## config.mk

```make
export PLATFORM = sky130hd
export DESIGN_NAME = fifo_word_packer
export DESIGN_NICKNAME = d
export VERILOG_FILES = /design/src/rtl/risc_pkg.sv /design/src/rtl/fifo_word_packer.sv
export SDC_FILE = /design/constraint.sdc
export NUM_CORES = 1
export LEC_CHECK = 0
export CAP_MARGIN = 30
export CORE_UTILIZATION = 37
export CTS_BUF_LIST = sky130_fd_sc_hd__clkbuf_2
export DETAILED_ROUTE_END_ITERATION = 8
export PLACE_DENSITY_LB_ADDON = 0.25
export SYNTH_ARGS = -nofsm -noshare
export SYNTH_HDL_FRONTEND = slang
export SYNTH_SLANG_ARGS = --single-unit
export TNS_END_PERCENT = 5
```

## constraint.sdc

```tcl
create_clock -name clk -period 3.12 [get_ports clk]
set_clock_uncertainty 0.1 [all_clocks]
set_input_delay 0.624 -clock clk [delete_from_list [all_inputs] [get_ports clk]]
set_output_delay 0.624 -clock clk [all_outputs]
set_load 0.005 [all_outputs]
```

## src/rtl/risc_pkg.sv

```systemverilog
// Shared types and defaults for the FIFO byte-to-word packer.
package risc_pkg;

    localparam int unsigned DATA_WIDTH_DEF     = 8;
    localparam int unsigned BYTES_PER_WORD_DEF = 4;
    localparam int unsigned CNT_W              = 2;
    localparam int unsigned WCNT_W             = 16;

    // Packer control states: issue a read, capture the returned byte, present the word
    typedef enum logic [1:0] {
        FETCH = 2'd0,
        CAPT  = 2'd1,
        OUT   = 2'd2
    } pack_state_e;

endpackage

```

## src/rtl/fifo_word_packer.sv

```systemverilog
// Packs bytes read from an upstream registered-read FIFO into little-endian words.
module fifo_word_packer
    import risc_pkg::*;
#(
    parameter int unsigned DATA_WIDTH     = DATA_WIDTH_DEF,
    parameter int unsigned BYTES_PER_WORD = BYTES_PER_WORD_DEF
) (
    input  logic                               clk,
    input  logic                               rst_n,
    input  logic                               fifo_empty,
    input  logic [DATA_WIDTH-1:0]              fifo_data,
    output logic                               fifo_rd,
    input  logic                               flush,
    output logic [DATA_WIDTH*BYTES_PER_WORD-1:0] word_out,
    output logic                               word_valid,
    input  logic                               word_ready,
    output logic [1:0]                         byte_cnt,
    output logic [15:0]                        word_count
);

    localparam int unsigned     WORD_W    = DATA_WIDTH * BYTES_PER_WORD;
    localparam logic [CNT_W-1:0] LAST_LANE = CNT_W'(BYTES_PER_WORD - 1);

    pack_state_e        state_q;
    logic               run_q;
    logic [WORD_W-1:0]  word_q;
    logic               valid_q;
    logic [CNT_W-1:0]   cnt_q;
    logic [WCNT_W-1:0]  wcnt_q;

    // Read strobe: only in FETCH with data available, never before the first
    // edge after reset, and a flush in the same cycle suppresses it.
    assign fifo_rd = run_q && (state_q == FETCH) && !fifo_empty && !flush;

    assign word_out   = word_q;
    assign word_valid = valid_q;
    assign byte_cnt   = cnt_q;
    assign word_count = wcnt_q;

    // Arms the read strobe once the first rising edge with reset released has passed
    always_ff @(posedge clk or negedge rst_n) begin
        if (!rst_n) begin
            run_q <= 1'b0;
        end else begin
            run_q <= 1'b1;
        end
    end

    // Packer FSM with lane register, byte counter and delivered-word counter
    always_ff @(posedge clk or negedge rst_n) begin
        if (!rst_n) begin
            state_q <= FETCH;
            word_q  <= '0;
            valid_q <= 1'b0;
            cnt_q   <= '0;
            wcnt_q  <= '0;
        end else if (flush) begin
            // Flush drops any partial word, in-flight byte or pending word
            state_q <= FETCH;
            valid_q <= 1'b0;
            cnt_q   <= '0;
        end else begin
            case (state_q)
                FETCH: begin
                    if (fifo_rd) begin
                        state_q <= CAPT;
                    end
                end
                CAPT: begin
                    word_q[int'(cnt_q) * DATA_WIDTH +: DATA_WIDTH] <= fifo_data;
                    if (cnt_q == LAST_LANE) begin
                        cnt_q   <= '0;
                        valid_q <= 1'b1;
                        state_q <= OUT;
                    end else begin
                        cnt_q   <= cnt_q + CNT_W'(1);
                        state_q <= FETCH;
                    end
                end
                OUT: begin
                    if (word_ready) begin
                        valid_q <= 1'b0;
                        wcnt_q  <= wcnt_q + WCNT_W'(1);
                        state_q <= FETCH;
                    end
                end
                default: begin
                    valid_q <= 1'b0;
                    state_q <= FETCH;
                end
            endcase
        end
    end

endmodule

```

# Word-level counts from Yosys, hierarchy flattened
# Index checks and enable logic that the tools add are counted.
# Widths: inputs -> output; s select.
[totals]
register_bits = 54
output_inout_bits = 52
elab_cells = 43
[classes]
addsub = 3
n_eq_ne = 7
shifts = 2
n_mux = 13
n_bitwise = 1
n_reduce_logical = 11
[op_table]
columns = ["operator", "count"]
rows = [
  ["$neg 5->34", 1],
  ["$shift 8x34->32 const A", 1],
  ["$shiftx 8x34->32", 1],
  ["$bwmux 32", 1],
  ["$add 16x1->16 const B", 1],
  ["$mux 2", 7],
  ["$ne 3x3->1 const B", 3],
  ["$pmux 2 s3", 1],
  ["$reduce_and 3->1", 2],
  ["$eq 2x2->1 const B", 2],
  ["$reduce_and 2->1", 2],
  ["$logic_and 1x1->1", 3],
  ["$mux 1", 3],
  ["$pmux 1 s3", 1],
  ["$add 2x1->2 const B", 1],
  ["$eq 2x1->1 const B", 1],
  ["$logic_not 1->1", 2],
  ["$logic_not 2->1", 1],
  ["$ne 2x2->1 const B", 1],
  ["$reduce_bool 2->1", 1],
  ["$not 1->1", 1],
]

# Logic depth before layout (Yosys ltp)
[logic_depth]
ltp_word = 7
ltp_mapped = 6
mapped_depth_nobuf = 6

# Least setup slack after synthesis
# OpenSTA, ideal clock, no wires.
[synth_timing]
path_kind = "register to register"
startpoint = "register cnt_q[0], in the netlist byte_cnt[0]"
endpoint = "register word_q[6], in the netlist word_out[6]"
setup_time_ps = 83
arrival_time_ps = 1828
required_ps = 2937
setup_slack_ps = 1110
path_stages_with_launch = 6
path_cell_list = "dfrtp_1 > inv_1 > ha_1 > nor3_1 > nand2_1 > o21ai_0"
[synth_between]
elab_chain_len = 3
[synth_rtl]
columns = ["item", "line", "rtl"]
rows = [
  ["start, declared", "fifo_word_packer.sv:28", "logic [CNT_W-1:0] cnt_q;"],
  ["start signal, assigned", "fifo_word_packer.sv:76", "cnt_q <= cnt_q + CNT_W'(1);"],
  ["$neg 5->34 (*)", "fifo_word_packer.sv:70", "word_q[int'(cnt_q) * DATA_WIDTH +: DATA_WIDTH] <= fifo_data;"],
  ["$shiftx 8x34->32 / $shift 8x34->32 (equally long branches)", "fifo_word_packer.sv:70", ""],
  ["$bwmux 32 (*)", "fifo_word_packer.sv:70", ""],
  ["end signal, assigned by index", "fifo_word_packer.sv:70", ""],
  ["end, declared", "fifo_word_packer.sv:26", "logic [WORD_W-1:0] word_q;"],
]
# Every way passes the cells marked *; elsewhere a longest branch is shown, timed or not.
# A chain may end at the register's enable or synchronous reset.

# Worst setup path in the final report
[layout_timing]
startpoint = "input flush"
endpoint = "output fifo_rd"
[layout_between]
elab_chain_len = 2
[layout_rtl]
columns = ["item", "line", "rtl"]
rows = [
  ["start, declared", "fifo_word_packer.sv:13", "input logic flush,"],
  ["$logic_not 1->1", "fifo_word_packer.sv:33", "assign fifo_rd = run_q && (state_q == FETCH) && !fifo_empty && !flush;"],
  ["$logic_and 1x1->1", "fifo_word_packer.sv:33", ""],
  ["end, declared", "fifo_word_packer.sv:12", "output logic fifo_rd,"],
]
# No other way between the ends.

==> results.ini <==
[pwr]
pwr-share-seq = 0.627
ir_drop_uv = 182
p_leak_nw = 1.41
switchingPower_mw = 0.317
p_sw_frac = 0.267
clock_power_share = 0.247
power_frac_comb = 0.126
intPower_mw = 0.871
p_per_area_nw_per_um2 = 380

[detailed_routing]
drc_errors = 0
drtIter0Drc = 105
routed_wl_mm = 4.97
firstDrtPassIters = 4
via_count = 1721
vias_per_cell = 4.96
routedWlPerCell_um = 14.3
drt.antenna.violating_nets = 0

[clock_tree]
cts_resized = 0
holdBufCountCts = 0
cts_made_buffers = 5
cts_root_buf = clkbuf_2
path_clk_slew_ns = 0.30
postCtsSetupBuffers = 0
h-tree-depth = 2
insertion_delay_ns = 0.43
clockBufferDepth = 2
cts_tree = yes
cts_num_sinks = 54

[timing]
finalHoldViolCount = 0
setup_viol_count_final = 0
worst_pin_slew_ns = 0.705
layout_setup_ws_ns = 0.492
fin_tns_setup_ns = 0
finalCriticalPeriod_ns = 2.63
grt_setup_unrepaired = no
timing.slew.headroom = 0.530
max_freq_ghz = 0.380
period_share = 0.842
maxSlewViolCount = 0

[placement]
hpwl_mm = 3.67
globalplace.congestion = 0.773
pre_cts_slack_ns = 0.484
io_buffer_count = 64
post_dp_cell_area_sq_um = 3070

[finish]
synthToLayoutAreaGrowth_pct = 34.3
multiInputGateArea_sq_um = 938
num_antenna_cells = 0
drive_gt1_frac = 0.0809
n_fill_cell = 548
finalNetCount = 290
ff_latch_area_sq_um = 1350
stdcell_area_sq_um = 3120

[synthesis]
syn_area_sq_um = 2320
yosysSeqAreaShare = 0.581
yosys_warnings = 0
synth_seq_cells = 54
synthCells = 200
avgSynthCellArea_sq_um = 11.6
ys_types = 33
synth_nets = 219

[global_routing]
grt_pass1_vias = 1608
grt_pass1_wl_mm = 8.21
grt_util_all_layers = 0.165
grt_max_degree = 32
antenna_found_initial = 0
overflow = 0

[critical_path]
reg2reg_slack_ns = 0.87
cp.arrival_ns = 1.90
reg2reg_from = byte_cnt[0]$_DFFE_PN0P_
endpoint_kind = output pin
worst_setup_path_start_kind = primary input
worstPathRequired_ns = 2.40
crit_fanout = 3
critPathKind = in2out
r2r_end = word_out[11]$_DFFE_PN0P_
r2r_cells = 5

[min_path]
hp-class = in2async

[floorplanning]
initial_core_util = 0.388
dieArea_sq_um = 6600
die_w_um = 81.3
io_pins = 65
num_rows = 28
coreArea_sq_um = 5990
die_h_um = 81.3

[run_status]
status = completed

[job]
maxCapViolations = 0

## cell usage in the layout, fill, tap and decap left out, types with 5 or more instances in the layout
cell,netlist,final
a22o_1,20,20
clkdlybuf4s50_1,0,63
ha_1,6,6
o21ai_0,12,12
and3_1,5,5
xnor2_1,11,11
nand2_1,35,35
nor2_1,14,14
nand3_1,5,5
clkbuf_2,0,5
xor2_1,5,5
dfrtp_1,54,54
## power groups by stage
stage               Sequential (mW)  Clock [mW]  Combinational, mW
floorplan                     0.758           0             0.0447
global placement              0.757           0              0.150
detailed placement            0.758           0              0.152
CTS                           0.746       0.305              0.152
global route                  0.751       0.342              0.166
finish                        0.746       0.293              0.149
## worst max path at each step
stage / from / end / slack (ns) / cells after the start
finish: flush / fifo_rd / 0.49 / 4
CTS: flush / fifo_rd / 0.47 / 4
global route: state_q[1]$_DFFE_PN0P_ / fifo_rd / 0.37 / 3
global placement: flush / fifo_rd / 0.50 / 4
floorplan: byte_cnt[0]$_DFFE_PN0P_ / word_out[6]$_DFFE_PN0P_ / 1.11 / 5
detailed placement: flush / fifo_rd / 0.48 / 4
## kinds of logic (layout without fill, tap and decap cells)
logic type | count (synthesis) | after routing | share of synthesized area
and+or+nand+nor | 80 | 80 | 0.199
DFF | 54 | 54 | 0.581
AOI/OAI and AO/OA | 36 | 36 | 0.111
xor gates and xnor gates | 16 | 16 | 0.0603
buffers and inverters | 7 | 79 | 0.0151
adders and majority gates | 6 | 6 | 0.0323
other | 1 | 1 | 0.00161
## worst max-delay path, cell delays in order
cell	delay [ns]
clkdlybuf4s50_1	0.41
nor2_1	0.18
and3_1	0.18
clkdlybuf4s50_1	0.50
## layer usage
layer / vias to the layer above / track usage / wire, um
li1: 839 / - / -
met1: 845 / 0.232 / 2430
met2: 35 / 0.253 / 2360
met3: 2 / 0.0416 / 151
met4: 0 / 0.0429 / 27
met5: - / 0 / 0
## synthesized netlist by cell type
| cell | instances | share of area |
|---|---|---|
| dfrtp_1 | 54 | 0.58 |
| nand2_1 | 35 | 0.057 |
| a22o_1 | 20 | 0.075 |
| nor2_1 | 14 | 0.023 |
| o21ai_0 | 12 | 0.026 |
| xnor2_1 | 11 | 0.041 |
| ha_1 | 6 | 0.032 |
| and3_1 | 5 | 0.013 |
| nand3_1 | 5 | 0.011 |
| xor2_1 | 5 | 0.019 |
| a21oi_1 | 3 | 0.0065 |
| and2_1 | 3 | 0.0081 |
| inv_1 | 3 | 0.0048 |
| nand4_1 | 3 | 0.0081 |
| clkbuf_1 | 2 | 0.0032 |
| nor3_1 | 2 | 0.0043 |
| a22oi_1 | 1 | 0.0032 |
| and4_1 | 1 | 0.0038 |
| and4bb_4 | 1 | 0.0070 |
| buf_2 | 1 | 0.0022 |
| buf_6 | 1 | 0.0048 |
| conb_1 | 1 | 0.0016 |
| nand2_2 | 1 | 0.0027 |
| nand3_2 | 1 | 0.0043 |
| nand4_4 | 1 | 0.0091 |
| nand4bb_1 | 1 | 0.0048 |
| nor2b_1 | 1 | 0.0027 |
| nor3_4 | 1 | 0.0070 |
| nor3b_1 | 1 | 0.0032 |
| nor3b_2 | 1 | 0.0054 |
| nor4_2 | 1 | 0.0054 |
| nor4_4 | 1 | 0.0091 |
| nor4b_4 | 1 | 0.010 |
## per-stage QoR
step | power [mW] | instances | hold slack, ns | util
after global placement | 0.907 | 339 | 0.358 | 0.513
after floorplan | 0.803 | 200 | 0.228 | -
after CTS | 1.20 | 347 | 0.0575 | 0.521
after detailed placement | 0.910 | 339 | 0.364 | 0.513
after global routing | 1.26 | 347 | 0.0204 | 0.521
final | 1.19 | 347 | 0.0649 | 0.521
## registers in the layout (all words and copies together), names as in the netlist
register / flops
word_valid: 1
word_out: 32
state_q: 2
word_count: 16
run_q: 1
byte_cnt: 2
## final cells by class
cell class                      instances  area share
Sequential cell                        54       0.433
Inverter                                3     0.00361
Tap cell                               75      0.0300
Clock inverter                          3     0.00801
Multi-Input combinational cell        139       0.300
Timing Repair Buffer                   68       0.217
Clock buffer                            5     0.00801
No activity file was read; power rests on OpenSTA's default activity.
